==> config.mk <==
export PLATFORM = sky130hd
export DESIGN_NAME = add_mop_stream
export DESIGN_NICKNAME = d
export VERILOG_FILES = /design/src/rtl/add_mop_stream_pkg.sv /design/src/rtl/Add.sv /design/src/rtl/csa_3to2.sv /design/src/rtl/add_mop_stream.sv
export SDC_FILE = /design/constraint.sdc
export NUM_CORES = 1
export LEC_CHECK = 0
export ABC_AREA = 0
export CAP_MARGIN = 30
export CORE_MARGIN = 2
export CORE_UTILIZATION = 57
export DETAILED_ROUTE_END_ITERATION = 16
export PLACE_DENSITY = 0.95
export SYNTH_ARGS = -nofsm -noshare
export SYNTH_HDL_FRONTEND = slang
export SYNTH_SLANG_ARGS = --single-unit
==> constraint.sdc <==
create_clock -name clk_i -period 2.81 [get_ports clk_i]
set_input_delay 0.562 -clock clk_i [delete_from_list [all_inputs] [get_ports clk_i]]
set_output_delay 0.562 -clock clk_i [all_outputs]
set_load 0.02 [all_outputs]
==> src/rtl/add_mop_stream_pkg.sv <==
// Shared definitions for the streaming multi-operand adder.
//   state_e   : phases of one stream (accumulate, resolve, present result)
//   cnt_width : width of the operand counter for a given max_ops
package add_mop_stream_pkg;

  typedef enum logic [1:0] {
    ACC   = 2'd0,
    FINAL = 2'd1,
    OUT   = 2'd2
  } state_e;

  // Bits needed to count 0..max_ops inclusive.
  function automatic int cnt_width(input int max_ops);
    return $clog2(max_ops + 32'sd1);
  endfunction

endpackage

==> src/rtl/Add.sv <==
// Combinational two-operand adder, sum mod 2^width, built as a prefix network.
//   a_i, b_i : addends
//   sum_o    : a_i + b_i mod 2^width
//   speed    : 0 ripple chain, 1 Brent-Kung, 2 Sklansky (other values fall back to ripple)
// Every architecture is expressed as a list of stages; in each stage a bit either
// merges its (g,p) group with a lower, already-formed group or passes through.
module Add #(
  parameter int width = 8,
  parameter int speed = 2
) (
  input  logic [width-1:0] a_i,
  input  logic [width-1:0] b_i,
  output logic [width-1:0] sum_o
);

  localparam int Lvls = $clog2(width);
  localparam int NStg = (speed == 32'sd1) ? (32'sd2 * Lvls) :
                        (speed == 32'sd2) ? Lvls : (width - 32'sd1);

  // Does bit i combine with a lower group in stage s?
  function automatic bit stage_act(input int s, input int i);
    int span;
    bit hit;
    span = 32'sd0;
    hit  = 1'b0;
    case (speed)
      32'sd1: begin
        if (s < Lvls) begin
          // Up-sweep: build power-of-two aligned groups.
          span = 32'sd1 << s;
          hit  = ((i + 32'sd1) % (32'sd2 * span)) == 32'sd0;
        end else begin
          // Down-sweep: fill in the remaining prefixes from complete ones.
          span = 32'sd1 << (32'sd2 * Lvls - 32'sd1 - s);
          hit  = (((i + 32'sd1) % (32'sd2 * span)) == span) && (i >= 32'sd2 * span);
        end
      end
      32'sd2: hit = ((i >> s) & 32'sd1) != 32'sd0;
      default: hit = (i == s + 32'sd1);
    endcase
    return hit;
  endfunction

  // Index of the lower group bit i merges with in stage s.
  function automatic int stage_src(input int s, input int i);
    int src;
    case (speed)
      32'sd1: begin
        if (s < Lvls) begin
          src = i - (32'sd1 << s);
        end else begin
          src = i - (32'sd1 << (32'sd2 * Lvls - 32'sd1 - s));
        end
      end
      32'sd2: src = ((i >> s) << s) - 32'sd1;
      default: src = i - 32'sd1;
    endcase
    return src;
  endfunction

  logic [width-1:0] g_s;
  logic [width-1:0] p_s;
  logic [width-1:0] gpre_s;
  logic [width-1:0] p_prefix_unused;

  assign g_s = a_i & b_i;
  assign p_s = a_i ^ b_i;

  for (genvar s = 0; s < NStg; s++) begin : g_stg
    logic [width-1:0] gi;
    logic [width-1:0] pi;
    logic [width-1:0] go;
    logic [width-1:0] po;

    if (s == 0) begin : g_first
      assign gi = g_s;
      assign pi = p_s;
    end else begin : g_next
      assign gi = g_stg[s-1].go;
      assign pi = g_stg[s-1].po;
    end

    for (genvar i = 0; i < width; i++) begin : g_bit
      if (stage_act(s, i)) begin : g_op
        localparam int J = stage_src(s, i);
        assign go[i] = gi[i] | (pi[i] & gi[J]);
        assign po[i] = pi[i] & pi[J];
      end else begin : g_pass
        assign go[i] = gi[i];
        assign po[i] = pi[i];
      end
    end
  end

  // After the last stage go[i] is the carry out of bit i. The group propagate
  // of the full prefix plays no part in the sum.
  assign gpre_s          = g_stg[NStg-1].go;
  assign p_prefix_unused = g_stg[NStg-1].po;

  // Carry into bit i is the carry out of bit i-1; the top carry drops off.
  assign sum_o = p_s ^ (gpre_s << 1'b1);

endmodule

==> src/rtl/csa_3to2.sv <==
// One carry-save (3:2) compression step over width-bit vectors.
//   a_i, b_i, c_i : the three addends
//   sum_o         : bitwise sum (a ^ b ^ c)
//   carry_o       : bitwise majority, NOT shifted; bit k weighs 2^(k+1)
module csa_3to2 #(
  parameter int width = 8
) (
  input  logic [width-1:0] a_i,
  input  logic [width-1:0] b_i,
  input  logic [width-1:0] c_i,
  output logic [width-1:0] sum_o,
  output logic [width-1:0] carry_o
);

  assign sum_o   = a_i ^ b_i ^ c_i;
  assign carry_o = (a_i & b_i) | (a_i & c_i) | (b_i & c_i);

endmodule

==> src/rtl/add_mop_stream.sv <==
// Streaming multi-operand adder: S = sum of all operands of a stream mod 2^width.
//   clk_i, rst_ni            : clock, synchronous active-low reset
//   op_i/op_valid_i/op_last_i/op_ready_o : operand stream, one operand per beat
//   sum_o/cnt_o/sum_valid_o/sum_ready_i  : resolved sum and (saturating) operand count
// Operands are folded into a carry-save pair (s_q, c_q); only the final beat
// pays for a carry-propagate addition, which is registered into sum_o.
module add_mop_stream
  import add_mop_stream_pkg::*;
#(
  parameter  int width   = 8,
  parameter  int max_ops = 255,
  parameter  int speed   = 2,
  localparam int CntW    = cnt_width(max_ops)
) (
  input  logic              clk_i,
  input  logic              rst_ni,
  input  logic [width-1:0]  op_i,
  input  logic              op_valid_i,
  input  logic              op_last_i,
  output logic              op_ready_o,
  output logic [width-1:0]  sum_o,
  output logic [CntW-1:0]   cnt_o,
  output logic              sum_valid_o,
  input  logic              sum_ready_i
);

  state_e            state_q, state_d;
  logic [width-1:0]  s_q, s_d;
  logic [width-1:0]  c_q, c_d;
  logic [CntW-1:0]   cnt_q, cnt_d;
  logic [width-1:0]  sum_q, sum_d;
  logic [CntW-1:0]   cnt_out_q, cnt_out_d;
  logic              valid_q, valid_d;

  logic              beat_s;
  logic [width-1:0]  csa_sum_s;
  logic [width-1:0]  csa_carry_s;
  logic [width-1:0]  add_sum_s;

  assign op_ready_o  = (state_q == ACC);
  assign beat_s      = op_valid_i & op_ready_o;
  assign sum_o       = sum_q;
  assign cnt_o       = cnt_out_q;
  assign sum_valid_o = valid_q;

  csa_3to2 #(
    .width (width)
  ) u_csa (
    .a_i     (s_q),
    .b_i     (c_q),
    .c_i     (op_i),
    .sum_o   (csa_sum_s),
    .carry_o (csa_carry_s)
  );

  Add #(
    .width (width),
    .speed (speed)
  ) u_add (
    .a_i   (s_q),
    .b_i   (c_q),
    .sum_o (add_sum_s)
  );

  // Next-state, accumulator and result-register updates for the stream FSM.
  always_comb begin
    state_d   = state_q;
    s_d       = s_q;
    c_d       = c_q;
    cnt_d     = cnt_q;
    sum_d     = sum_q;
    cnt_out_d = cnt_out_q;
    valid_d   = valid_q;
    case (state_q)
      ACC: begin
        if (beat_s) begin
          s_d = csa_sum_s;
          // Carry weighs one place higher; its MSB falls off (mod 2^width).
          c_d = csa_carry_s << 1'b1;
          if (cnt_q != {CntW{1'b1}}) begin
            cnt_d = cnt_q + CntW'(1'b1);
          end else begin
            cnt_d = cnt_q;
          end
          if (op_last_i) begin
            state_d = FINAL;
          end else begin
            state_d = ACC;
          end
        end else begin
          state_d = ACC;
        end
      end
      FINAL: begin
        sum_d     = add_sum_s;
        cnt_out_d = cnt_q;
        valid_d   = 1'b1;
        state_d   = OUT;
      end
      OUT: begin
        if (sum_ready_i) begin
          s_d     = '0;
          c_d     = '0;
          cnt_d   = '0;
          valid_d = 1'b0;
          state_d = ACC;
        end else begin
          state_d = OUT;
        end
      end
      default: begin
        s_d     = '0;
        c_d     = '0;
        cnt_d   = '0;
        valid_d = 1'b0;
        state_d = ACC;
      end
    endcase
  end

  // State and datapath registers with synchronous reset.
  always_ff @(posedge clk_i) begin
    if (!rst_ni) begin
      state_q   <= ACC;
      s_q       <= '0;
      c_q       <= '0;
      cnt_q     <= '0;
      sum_q     <= '0;
      cnt_out_q <= '0;
      valid_q   <= 1'b0;
    end else begin
      state_q   <= state_d;
      s_q       <= s_d;
      c_q       <= c_d;
      cnt_q     <= cnt_d;
      sum_q     <= sum_d;
      cnt_out_q <= cnt_out_d;
      valid_q   <= valid_d;
    end
  end

endmodule
Yosys cells after proc, flatten, opt, wreduce, memory -nomap -nowiden
Index checks and enable logic that the tools add are counted.
{"block": "op_classes", "add_sub_neg": 1, "n_mux": 14, "bitwise_logic": 32, "reduce_logical": 4, "n_eq_ne": 6}
{"cell": "$pmux 8 s3", "count": 3}
{"cell": "$mux 8", "count": 5}
{"cell": "$xor 8x8->8", "count": 3}
{"cell": "$and 7x7->7", "count": 3}
{"cell": "$or 7x7->7", "count": 2}
{"cell": "$and 1x1->1", "count": 13}
{"cell": "$or 1x1->1", "count": 9}
{"cell": "$add 8x1->8 const B", "count": 1}
{"cell": "$ne 8x8->1 const B", "count": 1}
{"cell": "$pmux 2 s3", "count": 1}
{"cell": "$mux 2", "count": 2}
{"cell": "$ne 2x1->1 const B", "count": 2}
{"cell": "$reduce_and 4->1", "count": 1}
{"cell": "$pmux 1 s3", "count": 1}
{"cell": "$reduce_and 3->1", "count": 1}
{"cell": "$eq 2x1->1 const B", "count": 1}
{"cell": "$eq 2x2->1 const B", "count": 1}
{"cell": "$logic_not 2->1", "count": 1}
{"cell": "$mux 1", "count": 2}
{"cell": "$ne 2x2->1 const B", "count": 1}
{"cell": "$not 1->1", "count": 2}
{"cell": "$reduce_and 2->1", "count": 1}
{"block": "totals", "out_inout_bits": 18, "wordCells": 64, "input_bits": 13, "regBits": 43}

Logic depth before layout (Yosys ltp)
{"block": "depth", "word_depth": 8, "depth_mapped": 7, "mapped_depth_nobuf": 6}

Cells and area by module
Synthesis repeated with hierarchy kept, for this count alone.
{"block": "unflattened", "cells_unflattened": 249, "hier_area_um2": 2258.4}
{"mod": "add_mop_stream", "instances": 1, "seq_area_each_um2": 840.8, "area_per_inst_um2": 1840.5, "cells_per_inst": 213}
{"mod": "Add", "instances": 1, "seq_area_each_um2": 0.0, "area_per_inst_um2": 257.7, "cells_per_inst": 28}
{"mod": "csa_3to2", "instances": 1, "seq_area_each_um2": 0.0, "area_per_inst_um2": 160.2, "cells_per_inst": 8}

Least setup slack after synthesis
No wires, ideal clock.
{"block": "synth_timing", "path_type": "register to register", "startpoint": "register s_q[2]", "endpoint": "register sum_q[5] (netlist: sum_o[5])", "arrival_ps": 1632, "n_path_buf": 0, "required_time_ps": 2724, "setup_ps": 86, "slack_ps": 1092, "path_stages_with_launch": 7, "period_less_slack_ps": 1718, "cell_sequence": "dfxtp_1 > ha_1 > a21o_1 > a21o_1 > fa_1 > xnor2_1 > a211oi_1"}
{"block": "synth_between", "elab_chain_cells": 7, "elab_cells_between_ends": 10, "classes_between": "bitwise: 10"}
{"element": "from (decl)", "line_no": "add_mop_stream.sv:28", "text": "logic [width-1:0] s_q, s_d;"}
{"element": "from (signal assigned)", "line_no": "add_mop_stream.sv:125", "text": "s_q <= '0;"}
{"element": "from (signal assigned)", "line_no": "add_mop_stream.sv:133", "text": "s_q <= s_d;"}
{"element": "$and 7x7->7 / $xor 8x8->8 (equally long branches)", "line_no": "Add.sv:66, Add.sv:67"}
{"element": "$and 1x1->1, on equally long branches", "line_no": "Add.sv:86, Add.sv:87"}
{"element": "$or 1x1->1 / $and 1x1->1 (equally long branches)", "line_no": "Add.sv:86", "text": "assign go[i] = gi[i] | (pi[i] & gi[J]);"}
{"element": "$or 1x1->1 (*)", "line_no": "Add.sv:86"}
{"element": "$and 1x1->1 (*)", "line_no": "Add.sv:86"}
{"element": "$or 1x1->1 (*)", "line_no": "Add.sv:86"}
{"element": "$xor 8x8->8 (*)", "line_no": "Add.sv:101", "text": "assign sum_o = p_s ^ (gpre_s << 1'b1);"}
{"element": "to (signal assigned)", "line_no": "add_mop_stream.sv:136", "text": "sum_q <= sum_d;"}
{"element": "to (decl)", "line_no": "add_mop_stream.sv:31", "text": "logic [width-1:0] sum_q, sum_d;"}
Mark *: on every way between the ends. The rest lies on a longest branch, timed or not.
A chain may end at the register's enable or synchronous reset.

Worst setup path in the final report
{"block": "layout_timing", "startpoint": "register state_q[1]", "endpoint": "output op_ready_o"}
{"block": "layout_between", "elab_chain_cells": 1}
{"element": "from (decl)", "line_no": "add_mop_stream.sv:27", "text": "state_e state_q, state_d;"}
{"element": "from (signal assigned)", "line_no": "add_mop_stream.sv:132", "text": "state_q <= state_d;"}
{"element": "$logic_not 2->1", "line_no": "add_mop_stream.sv:40", "text": "assign op_ready_o = (state_q == ACC);"}
{"element": "to (decl)", "line_no": "add_mop_stream.sv:20", "text": "output logic op_ready_o,"}
No other way between the ends.

==> impl_metrics.json <==
{
  "outcome": "finished clean",
  "rr_worst_depth": 6,
  "yosysTopAreaCell": "dfxtp_1",
  "p_clk_share_pct": 30.1,
  "maxSlewViolCount": 0,
  "cts_resized": 0,
  "grt_pass1_wl_um": 7820,
  "arrival_ns": 1.82,
  "p_sw_mw": 0.361,
  "ant_nets": 0,
  "gp_congestion": 0.836,
  "synth_top_flop_cell": "dfxtp_1",
  "cts_made_buffers": 5,
  "vdd_drop_max_mv": 0.390,
  "grt_pass1_vias": 1711,
  "p_per_area_nw_per_um2": 527,
  "hpwl_um": 3240,
  "p_total_mw": 1.28,
  "multi_input_area_um2": 1090,
  "worst_slew_pin_slew_ns": 0.696,
  "fin_crit_ns": 2.38,
  "synth_seq_cells": 42,
  "wl_per_cell_um": 15.2,
  "p_int_mw": 0.918,
  "setup_violations": 0,
  "seq_area_um2": 841,
  "initial_core_util_pct": 59.8,
  "drive_above_1_share_pct": 8.27,
  "setup.worst_path.end": "op_ready_o",
  "grt_util_all_layers_pct": 24.5,
  "nets": 282,
  "reg2reg_to": "cnt_q[7]",
  "crit_path_end_kind": "output pin",
  "skew_ns": 0.0183,
  "power_frac_seq_pct": 51.9,
  "routed_wl_um": 4570,
  "synth.area.top_cells": "dfxtp_1 (42%), fa_1 (8.0%), a21oi_1 (7.2%)",
  "synth_edf_count": 0,
  "yosysTopAreaCellShare_pct": 41.8,
  "finalSetupTns_ns": 0,
  "reg2reg_slack_ns": 0.92,
  "antenna_cells": 0,
  "rsz0062_at_grt": "false",
  "postSynthCellCount": 223,
  "drc_errors": 0,
  "avgSynthCellArea_um2": 9.02,
  "clock_sinks": 42,
  "cts_setup_buffers": 0,
  "p_sw_share_pct": 28.2,
  "ys_async_sr_fraction_pct": 0,
  "max_freq_mhz": 420,
  "hold_path_class": "reg2reg",
  "die_y_um": 63.4,
  "crit-reg2reg-launch": "state_q[1]",
  "vias_per_cell": 5.89,
  "die_w_um": 63.4,
  "root_buffer": "clkbuf_4",
  "yosysSeqAreaShare_pct": 41.8,
  "dieArea_um2": 4020,
  "crit_type": "reg2out",
  "antenna_found_initial": 0,
  "crit_required_ns": 2.25,
  "leakagePower_nw": 0.879,
  "yosys_warnings": 0,
  "comb_power_share_pct": 18.0,
  "critPathLaunch": "state_q[1]",
  "firstDrtPassIters": 4,
  "synth_area_um2": 2010,
  "cp-start-kind": "register",
  "ys_types": 40,
  "io_pins": 31,
  "design.core.area_um2": 3360,
  "critPathMaxFanout": 9,
  "max_cap_violations": 0,
  "portBuffers": 30,
  "num_vias": 1767,
  "drt_iter0_drc": 134,
  "gr-total-overflow": 0,
  "cts_hold_buf": 0,
  "synthToLayoutAreaGrowth_pct": 20.8,
  "clk_pin_slew_ns": 0.13,
  "max_slew_margin_pct": 53.2,
  "clock_latency_ns": 0.35,
  "htree_levels": 2,
  "final.period_utilization_pct": 84.7,
  "synth_nets": 252,
  "grt_max_degree": 25,
  "tritoncts": "done",
  "cts.path.max_buffers": 2,
  "nFillCells": 267,
  "hold_viol_final": 0,
  "rows": 21
}
==> cells by family (layout without fill, tap and decap cells) <==
family / after synthesis / after routing / share of synthesized area [%]
DFF: 42 / 42 / 41.8
adders and majority gates: 16 / 16 / 12.9
buffers and inverters: 19 / 50 / 3.86
and+or+nand+nor: 78 / 78 / 19.1
xor gates and xnor gates: 4 / 4 / 1.74
AOI/OAI and AO/OA: 64 / 64 / 20.5
==> through the flow <==
step,setup slack [ns],utilization [%],cell area (µm²),hold slack [ns],instances
5_1_grt,0.394,72.2,2430,0.491,300
4_1_cts,0.449,72.2,2430,0.466,300
2_1_floorplan,1.09,-,2010,0.449,223
3_3_place_gp,0.511,69.9,2350,0.442,292
6_report,0.431,72.2,2430,0.464,300
3_5_place_dp,0.487,69.9,2350,0.449,292
==> how the worst min path moves through the flow <==
stage,from,end,slack (ns),cells after the start
after floorplan,s_q[0],sum_o[0],0.45,2
after global placement,sum_o[3],sum_o[3],0.44,2
after detailed placement,cnt_o[7],cnt_o[7],0.45,2
after CTS,sum_o[1],sum_o[1],0.47,2
after global routing,sum_o[4],sum_o[4],0.49,2
final,sum_o[1],sum_o[1],0.46,2
==> Yosys cell counts (4+ instances only) <==
library cell / instances
dfxtp_1: 42
nand2_1: 36
a21oi_1: 29
nor2_1: 13
o21ai_0: 10
fa_1: 8
ha_1: 8
inv_1: 8
clkbuf_1: 6
nand3_1: 6
o221a_2: 6
or4_1: 5
o31ai_1: 4
==> critical path, cell delays in order, from the launching register on <==
cell and delay (ns):
dfxtp_1 0.40, or2_4 0.31, inv_4 0.13, clkdlybuf4s50_1 0.62
==> routing by layer <==
| metal | wire length [µm] | track usage [%] | vias to the layer above |
|---|---|---|---|
| met5 | 0 | 0 | - |
| li1 | - | - | 860 |
| met1 | 2000 | 32.4 | 834 |
| met3 | 281 | 3.93 | 10 |
| met4 | 74 | 8.97 | 0 |
| met2 | 2210 | 40.5 | 63 |
==> cells in the final DEF (no fill, tap or decap), types with 2 or more instances in the layout <==
cell type        synthesis  routed
dfxtp_1                 42      42
nand4b_1                 3       3
a211oi_1                 3       3
o41ai_1                  2       2
nand3_1                  6       6
inv_1                    8       8
o31ai_1                  4       4
clkbuf_4                 0       5
clkdlybuf4s50_1          0      30
o311ai_0                 2       2
nor3_1                   2       2
nor2_1                  13      13
ha_1                     8       8
nor4_1                   2       2
a21oi_1                 29      29
xnor2_1                  3       3
nand2b_1                 2       2
buf_4                    0       3
fa_1                     8       8
a21o_1                   3       3
nand2_1                 36      36
or4_1                    5       5
o221a_2                  6       6
o21ai_0                 10      10
==> final cells by class <==
class / instances / share of cell area (%)
well taps: 46 / 2.37
inverters: 9 / 1.49
repair buffers: 33 / 13.3
clock inverters: 2 / 1.55
flip-flops and latches: 42 / 34.6
multi-input cells: 162 / 45.0
clock buffers: 6 / 1.70
==> registers in the layout, summed over array words and instances (netlist names) <==
name,flops
cnt_o,8
cnt_q,8
s_q,8
sum_o,8
c_q,7
state_q,2
sum_valid_o,1
==> power by group through the flow <==
stage / clock (mW) / sequential, mW / combinational [mW]
floorplan: 0 / 0.675 / 0.144
global placement: 0 / 0.673 / 0.217
detailed placement: 0 / 0.675 / 0.225
CTS: 0.387 / 0.663 / 0.230
global route: 0.405 / 0.669 / 0.255
finish: 0.385 / 0.664 / 0.230
Power figures use the tool's default switching activity.
